===== config.mk =====
export PLATFORM = sky130hd
export DESIGN_NAME = icache_ctrl
export DESIGN_NICKNAME = d
export VERILOG_FILES = /design/src/rtl/icache_ctrl.sv
export SDC_FILE = /design/constraint.sdc
export NUM_CORES = 2
export LEC_CHECK = 0
export CAP_MARGIN = 20
export CORE_MARGIN = 4
export CORE_UTILIZATION = 30
export DETAILED_ROUTE_END_ITERATION = 6
export GPL_ROUTABILITY_DRIVEN = 0
export PLACE_DENSITY = 0.51
export RECOVER_POWER = 50
export SYNTH_ARGS = -nofsm -noshare
export SYNTH_HDL_FRONTEND = slang
export SYNTH_SLANG_ARGS = --single-unit

===== constraint.sdc =====
create_clock -name CLK -period 8.51 [get_ports CLK]
set_clock_uncertainty 0.2 [all_clocks]
set_input_delay 1.2765 -clock CLK [delete_from_list [all_inputs] [get_ports CLK]]
set_output_delay 1.2765 -clock CLK [all_outputs]
set_load 0.005 [all_outputs]

===== src/rtl/icache_ctrl.sv =====
`default_nettype none
// ============================================================================
//  Module      : icache_ctrl
//  Description : Direct-mapped instruction cache between fetch and the
//                instruction memory port. Hits return the instruction in the
//                same cycle. Misses run a word-serial line fill over a
//                request/valid handshake. Out-of-range PCs and memory errors
//                are reported as instruction access faults.
//  Revision    : 1.0 - initial release
// ----------------------------------------------------------------------------
//  Ports
//    CLK          in   1   clock, rising edge
//    RESET        in   1   synchronous active-high reset
//    FE_PC        in  64   fetch PC (bits [1:0] ignored)
//    FE_REQ       in   1   fetch request for FE_PC this cycle
//    FLUSH        in   1   invalidate-all pulse (FENCE.I)
//    ICACHE_R     out  1   ICACHE_INSTR valid for FE_PC this cycle
//    ICACHE_INSTR out 32   instruction word
//    ICACHE_IAF   out  1   access fault, qualified by ICACHE_R
//    MEM_REQ      out  1   memory read request, one word per beat
//    MEM_ADDR     out 64   word-aligned read address
//    MEM_RDATA    in  32   read data
//    MEM_RVALID   in   1   beat complete
//    MEM_ERR      in   1   beat failed, sampled with MEM_RVALID
// ============================================================================
module icache_ctrl #(
    parameter int          LINES      = 16,
    parameter int          WORDS      = 4,
    parameter logic [63:0] ADDR_LIMIT = 64'h0000_0000_0001_0000
) (
    input  logic        CLK,
    input  logic        RESET,
    input  logic [63:0] FE_PC,
    input  logic        FE_REQ,
    input  logic        FLUSH,
    output logic        ICACHE_R,
    output logic [31:0] ICACHE_INSTR,
    output logic        ICACHE_IAF,
    output logic        MEM_REQ,
    output logic [63:0] MEM_ADDR,
    input  logic [31:0] MEM_RDATA,
    input  logic        MEM_RVALID,
    input  logic        MEM_ERR
);

    localparam int c_WORD_W   = $clog2(WORDS);
    localparam int c_IDX_W    = $clog2(LINES);
    localparam int c_LINE_LSB = 2 + c_WORD_W;
    localparam int c_TAG_LSB  = c_LINE_LSB + c_IDX_W;
    localparam int c_TAG_W    = 64 - c_TAG_LSB;

    localparam logic [c_WORD_W-1:0] c_LAST = c_WORD_W'(WORDS - 1);
    localparam logic [31:0]         c_NOP  = 32'h0000_0013;

    localparam logic [1:0] c_ST_IDLE  = 2'd0;
    localparam logic [1:0] c_ST_FILL  = 2'd1;
    localparam logic [1:0] c_ST_FAULT = 2'd2;

    logic [1:0]            r_state;
    logic [LINES-1:0]      r_valid;
    logic [c_TAG_W-1:0]    r_tag  [LINES];
    logic [31:0]           r_data [LINES][WORDS];
    logic [63:c_LINE_LSB]  r_line;      // line address being filled
    logic [c_WORD_W-1:0]   r_count;
    logic                  r_abort;
    logic [63:0]           r_mem_addr;

    // PC decode
    logic [c_WORD_W-1:0] w_word;
    logic [c_IDX_W-1:0]  w_idx;
    logic [c_TAG_W-1:0]  w_tag;
    logic [c_IDX_W-1:0]  w_fill_idx;
    logic [c_TAG_W-1:0]  w_fill_tag;
    logic                w_in_range;
    logic                w_hit;
    logic                w_miss;
    logic                w_beat_ok;
    logic                w_unused_off;

    assign w_word       = FE_PC[c_LINE_LSB-1:2];
    assign w_idx        = FE_PC[c_TAG_LSB-1:c_LINE_LSB];
    assign w_tag        = FE_PC[63:c_TAG_LSB];
    assign w_fill_idx   = r_line[c_TAG_LSB-1:c_LINE_LSB];
    assign w_fill_tag   = r_line[63:c_TAG_LSB];
    assign w_unused_off = ^FE_PC[1:0];

    assign w_in_range = (FE_PC < ADDR_LIMIT);
    assign w_hit      = FE_REQ & r_valid[w_idx] & (r_tag[w_idx] == w_tag) & w_in_range;
    assign w_miss     = FE_REQ & w_in_range & ~w_hit;
    assign w_beat_ok  = (r_state == c_ST_FILL) & MEM_RVALID & ~MEM_ERR;

    // Control state, valid bits and memory address
    always_ff @(posedge CLK) begin
        if (RESET) begin
            r_state    <= c_ST_IDLE;
            r_valid    <= '0;
            r_line     <= '0;
            r_count    <= '0;
            r_abort    <= 1'b0;
            r_mem_addr <= '0;
        end else begin
            case (r_state)
                c_ST_IDLE: begin
                    if (w_miss) begin
                        r_line         <= FE_PC[63:c_LINE_LSB];
                        r_valid[w_idx] <= 1'b0;
                        r_count        <= '0;
                        r_abort        <= 1'b0;
                        r_mem_addr     <= {FE_PC[63:c_LINE_LSB], {c_LINE_LSB{1'b0}}};
                        r_state        <= c_ST_FILL;
                    end
                end
                c_ST_FILL: begin
                    if (FLUSH) begin
                        r_abort <= 1'b1;
                    end
                    if (MEM_RVALID) begin
                        if (MEM_ERR) begin
                            // Remaining beats are dropped; the line stays invalid.
                            r_state <= c_ST_FAULT;
                        end else begin
                            r_count    <= r_count + c_WORD_W'(1);
                            r_mem_addr <= r_mem_addr + 64'd4;
                            if (r_count == c_LAST) begin
                                r_valid[w_fill_idx] <= ~r_abort;
                                r_state             <= c_ST_IDLE;
                            end
                        end
                    end
                end
                c_ST_FAULT: begin
                    r_state <= c_ST_IDLE;
                end
                default: begin
                    r_state <= c_ST_IDLE;
                end
            endcase
            // Placed last so it overrides a same-cycle line validation.
            if (FLUSH) begin
                r_valid <= '0;
            end
        end
    end

    // Tag and data arrays carry no reset; validity is tracked by r_valid.
    always_ff @(posedge CLK) begin
        if (!RESET && w_beat_ok) begin
            r_data[w_fill_idx][r_count] <= MEM_RDATA;
            if (r_count == c_LAST) begin
                r_tag[w_fill_idx] <= w_fill_tag;
            end
        end
    end

    // Fetch response is combinational from FE_PC so hits cost no latency.
    always_comb begin
        ICACHE_R     = 1'b0;
        ICACHE_IAF   = 1'b0;
        ICACHE_INSTR = '0;
        case (r_state)
            c_ST_IDLE: begin
                if (w_hit) begin
                    ICACHE_R     = 1'b1;
                    ICACHE_INSTR = r_data[w_idx][w_word];
                end else if (FE_REQ && !w_in_range) begin
                    ICACHE_R     = 1'b1;
                    ICACHE_IAF   = 1'b1;
                    ICACHE_INSTR = c_NOP;
                end
            end
            c_ST_FAULT: begin
                if (FE_REQ && (FE_PC[63:c_LINE_LSB] == r_line)) begin
                    ICACHE_R     = 1'b1;
                    ICACHE_IAF   = 1'b1;
                    ICACHE_INSTR = c_NOP;
                end
            end
            default: begin
            end
        endcase
    end

    assign MEM_REQ  = (r_state == c_ST_FILL);
    assign MEM_ADDR = r_mem_addr;

endmodule
`default_nettype wire


* Yosys cells after proc, flatten, opt, wreduce, memory -nomap -nowiden
Memories as Yosys holds them, arrays and structs flattened.
Index checks and enable logic that the tools add are counted.
** Storage, ports and cells
- Output and inout port bits :: 99
- Logic and storage cells :: 107
- Register bits :: 145
- Bits in writable memories :: 2944
- Input bits :: 102
- Memories :: 2
** Memories
- r_data :: depth 16, width 128, rd ports 1, clocked after memory_dff 0, write ports 1, RTL line 62 : logic [31:0] r_data [LINES][WORDS];
- r_tag :: depth 16, width 56, rd ports 1, clocked after memory_dff 0, write ports 1, RTL line 61 : logic [c_TAG_W-1:0] r_tag [LINES];
** Cells by class
- Order comparisons :: 8
- Eq/ne operators :: 11
- Mux-type cells :: 48
- Add/sub/neg operators :: 2
- Bitwise gates (word level) :: 14
- Reductions and logical operators :: 16
** Operators by type and width (count)
- two-way mux 64 bit :: 3
- two-way mux 128 bit :: 1
- two-way mux 32 bit :: 4
- case mux 64 bit (2 select lines) :: 1
- adder 64 x 3 -> 64 bit, second input constant :: 1
- binary-select mux 32 bit (select 2 bit) :: 1
- demux 32 bit (select 2 bit) :: 1
- less-than comparator 64 x 17 -> 1 bit, second input constant :: 1
- two-way mux 16 bit :: 4
- case mux 32 bit (2 select lines) :: 1
- == test 60 bit :: 1
- == test 56 bit :: 1
- case mux 16 bit (2 select lines) :: 1
- AND 16 bit :: 1
- bitwise mux 16 bit :: 1
- inverter 16 bit :: 1
- two-way mux 2 bit :: 7
- two-way mux 1 bit :: 13
- less-than comparator 4 x 5 -> 1 bit, second input constant :: 2
- two-way mux 5 bit :: 2
- demux 1 bit (select 4 bit) :: 2
- greater-or-equal comparator 4 x 1 -> 1 bit, second input constant :: 2
- case mux 2 bit (2 select lines) :: 2
- AND 1 bit :: 7
- 21 further kinds :: 38

* Longest topological paths before layout
- Depth after elaboration :: 9
- Gate-level depth with buffers :: 19
- Mapped depth without buffers :: 11

* Worst setup path after synthesis
No wires, ideal clock.
- Path kind :: input to register
- Start :: input port MEM_RVALID
- End :: memory r_data[15][0] (netlist name), enable pin
- Required time :: 7.774 ns
- Buffers on the path :: 2
- Arrival time :: 5.918 ns
- Path slack :: 1.856 ns
- Cell stages on the path :: 6
- Setup time :: 0.536 ns
- Path through :: clkbuf_1 -> nand2_1 -> nor2_1 -> nand2_1 -> clkbuf_1 -> nor2_1
** Between the ends
- Word-level cells in the longest chain between the ends :: 5
** Ends and longest elaborated chain
- from (decl) :: RTL line 42 : input logic MEM_RVALID,
- AND 1 bit (2 in a row) :: RTL line 90 : assign w_beat_ok = (r_state == c_ST_FILL) & MEM_RVALID & ~MEM_ERR;
- logical AND 1 bit :: RTL line 147 : if (!RESET && w_beat_ok) begin
- two-way mux 1 bit :: RTL line 147
- two-way mux 128 bit (implied by the code) :: RTL line 148 : r_data[w_fill_idx][r_count] <= MEM_RDATA;
- to (decl) :: RTL line 62
Every way passes these cells.

* Worst setup path after layout
- Start :: input port FE_PC[53]
- End :: output port ICACHE_INSTR[4]
** Between the ends
- Word-level cells in the longest chain between the ends :: 6
- Elaborated cells on any way between the ends :: 12
- Those cells by class :: 1 x order compare; 2 x eq/ne; 4 x mux; 2 x bitwise; 3 x reduce/logical
** Ends and longest elaborated chain
- from (decl) :: RTL line 33 : input logic [63:0] FE_PC,
- less-than comparator 64 x 17 -> 1 bit :: RTL line 87 : assign w_in_range = (FE_PC < ADDR_LIMIT);
- logical NOT 1 bit :: RTL line 165 : end else if (FE_REQ && !w_in_range) begin
- logical AND 1 bit :: RTL line 165
- two-way mux 5 bit :: RTL line 165
- two-way mux 32 bit :: RTL line 162 : if (w_hit) begin
- case mux 32 bit (2 select lines) * :: RTL line 160 : case (r_state)
- to (decl) :: RTL line 37 : output logic [31:0] ICACHE_INSTR,
Mark *: on every way between the ends. The rest lies on a longest branch, timed or not.

==> flow_summary.toml <==
[run_status]
outcome = "finished, violations left"
violations = "capacitance limit, slew limit"

[floorplan]
num_io_pins = 201
die_height_um = 646
core_sq_mm = 0.406
num_rows = 234
dieWidth_um = 646
initial_core_util_pct = 30.1
die_area_sq_mm = 0.418

[timing]
period_share_pct = 97.0
slew_viol_final = 1947
period_minus_slack_ns = 8.26
finalWorstSetupSlack_ns = 0.254
worst_slew_pin_slew_ns = 3.29
rsz0062_at_grt = "no"
finalSetupViolCount = 0
final_hold_viol_count = 0
relSlewSlack_pct = -119
clock.fmax_mhz = 121
setup-tns-final_ns = 0

[clock_tree]
cts-resized-gates = 0
cts.reportedPaths.clkPinSlew_ns = 0.06
cts_buffers = 346
cts_max_level = 5
clock_sinks = 3087
clock_latency_ns = 0.94
cts_buffer_depth = 4
cts_tree = "yes"
postCtsSetupRepairBufs = 0
cts_hold_buf = 0
cts_root_buffer = "clkbuf_16"

[global_route]
antenna_found_initial = 24
grt_first_pass_wirelength_mm = 518
first_global_vias = 64097
track_usage_pct = 17.5
grt_max_degree = 139
grt-ovfl-total = 0

[placement]
port_buffers = 196
post-dp-hpwl_mm = 212
place_ws_ns = 0.108

[setup_path]
crit_chain = "clkdlybuf4s50_1, nor4_2, buf_4, nand4_1, buf_4, nor4_1, buf_4, nand2_1, or4_1, or3_1, nor4_1, nand4_1, buf_4, nand2b_1, buf_12, o21a_1, clkdlybuf4s50_1"
reg2reg_from = "r_state[0]"
critPathArrivalTime_ns = 6.78
path_max_fanout = 4
critPathLaunchType = "input port"
end_kind = "output port"
worstSetupPathType = "input port to output port"
critical_path.startpoint = "FE_PC[53]"
crit_path_max_incr_delay_ns = 0.74
cp_slowest_cell = "clkdlybuf4s50_1"
path_common_cell = "buf_4"
cp.required_ns = 7.03

[route]
drc = 0
wirelength_met1_mm = 158
first_iter_violations = 7830
drtPass1Iterations = 6
ant_nets = 0
wl_mm = 375
vias_per_cell = 5.27
wl_met2_mm = 177
routed_wire_length_per_instance_um = 31.1
route.top_layer_used = "met5"
vias = 63515
wl_met3_mm = 26.2

[power]
p_per_area_mw_per_mm2 = 228
clock_power_share_pct = 44.8
intPower_mw = 25.6
sw_frac_of_total_pct = 21.3
power_frac_comb_pct = 4.3
power_switching_mw = 6.94
power.share.sequential_pct = 50.9
p_leak_nw = 46.7
ir_drop_uv = 160
finalPower_mw = 32.5

[min_path]
holdCritStartpoint = "r_state[1]"
hold_path.class = "register to register"

[synth]
synth_area_sq_mm = 0.122
synth.distinct_cells = 81
synthTopCellsByArea = "edfxtp_1 72%, mux4_2 15%, dfxtp_1 2.3%"
yosys.area.top_type = "edfxtp_1"
synthFlopType = "edfxtp_1"
synth-edff-count = 2944
synth.top_cell.area_share_pct = 72.4
ys_async_sr_fraction_pct = 0
ys_ff_latch = 3087
synth_cells = 5872
ys_warn_count = 0
syn_area_per_cell_sq_um = 20.8
yosysSeqAreaShare_pct = 74.7

[cells_and_area]
final_net_count = 6434
syn_to_final_growth_pct = 17.0
drive_gt1_share_pct = 25.4
fillCellCount = 37869

[job]
drv_cap = 43
==> cell families after synthesis <==
kind of cell | Yosys count | synth area share (%)
AO/OA/AOI/OAI | 491 | 2.83
XOR/XNOR | 103 | 0.738
adder cells (fa/ha/maj) | 5 | 0.0512
buffers and inverters | 411 | 1.56
flip-flops | 3087 | 74.7
multiplexers | 1053 | 17.1
other | 1 | 0.00307
AND/OR/NAND/NOR | 721 | 2.99
==> placed cells by master (no fill, tap or decap), drive strengths merged, types with 56 or more instances in the layout <==
cell and n:
and3 84, nor3 59, mux2i 181, clkdlybuf4s50 104
nand2 151, edfxtp 2944, clkbuf 524, inv 65
buf 245, xnor2 61, clkinv 129, o32ai 56
mux4 824, a21oi 129, dfxtp 143, nor2 171
a22oi 66
==> critical path, delay by kind of cell <==
kind	cells	cell delay, ns
AOI/OAI and AO/OA	1	0.29
and+or+nand+nor	9	2.87
buffers and inverters	7	2.33
==> final cells by class <==
cell class	instances	area, sq um	share of cell area (%)
timing repair buffer	468	4210	2.94
clock buffer	459	9280	6.49
sequential	3087	91300	63.9
inverter	49	186	0.130
antenna	10	25.0	0.0175
tap	5428	6790	4.75
clock inverter	177	1770	1.24
multi-input combinational	2375	29400	20.6
==> stage by stage <==
stage	hold slack, ns	instances	util, %	instance area (sq um)
after CTS	0.287	12013	35.2	143000
final	0.287	12053	35.2	143000
after detailed placement	0.279	11377	32.5	132000
after global placement	0.265	11372	32.5	132000
after floorplan	0.238	5873	-	122000
after global routing	0.316	12044	35.2	143000
==> sequential cells by signal, summed over array words and instances, names as in the netlist <==
| name | count |
|---|---|
| r_line | 60 |
| r_data | 2048 |
| MEM_ADDR | 62 |
| r_state | 2 |
| r_valid | 16 |
| r_abort | 1 |
| r_count | 2 |
| r_tag | 896 |
==> per-layer routing <==
layer | up-vias | global-route usage (%)
met4 | 10 | 5.57
met1 | 34574 | 24.1
met3 | 599 | 2.95
met2 | 2643 | 28.0
met5 | - | 0
li1 | 25689 | -
==> cell usage after synthesis, drive strengths merged, types with 12 or more instances <==
library cell / count
edfxtp: 2944
mux4: 824
clkbuf: 230
mux2i: 181
nor2: 171
nand2: 151
dfxtp: 143
buf: 132
a21oi: 129
and3: 84
a22oi: 66
xnor2: 61
nor3: 59
o32ai: 56
nand3: 50
inv: 49
mux2: 48
nor4: 47
nor2b: 45
o22ai: 42
xor2: 42
nand4: 39
a31oi: 38
o21ai: 29
a211oi: 23
a221oi: 16
a22o: 15
and2: 13
nand2b: 12
==> power by group through the flow <==
stage	logic [mW]	registers, mW	clock network [mW]
after floorplan	0.762	16.9	0
after global placement	1.40	16.9	0
after detailed placement	1.42	16.9	0
after CTS	1.42	16.6	14.9
after global routing	1.47	16.6	15.5
final	1.40	16.6	14.6
==> final timing paths <==
check	slack, ns	cells past startpoint	end
min reg2reg	0.29	1	r_state[0]
max	0.25	17	ICACHE_INSTR[4]
min	0.29	1	r_state[0]
max reg2reg	2.66	9	r_tag[11][5]
(Power assumes the default switching activity.)
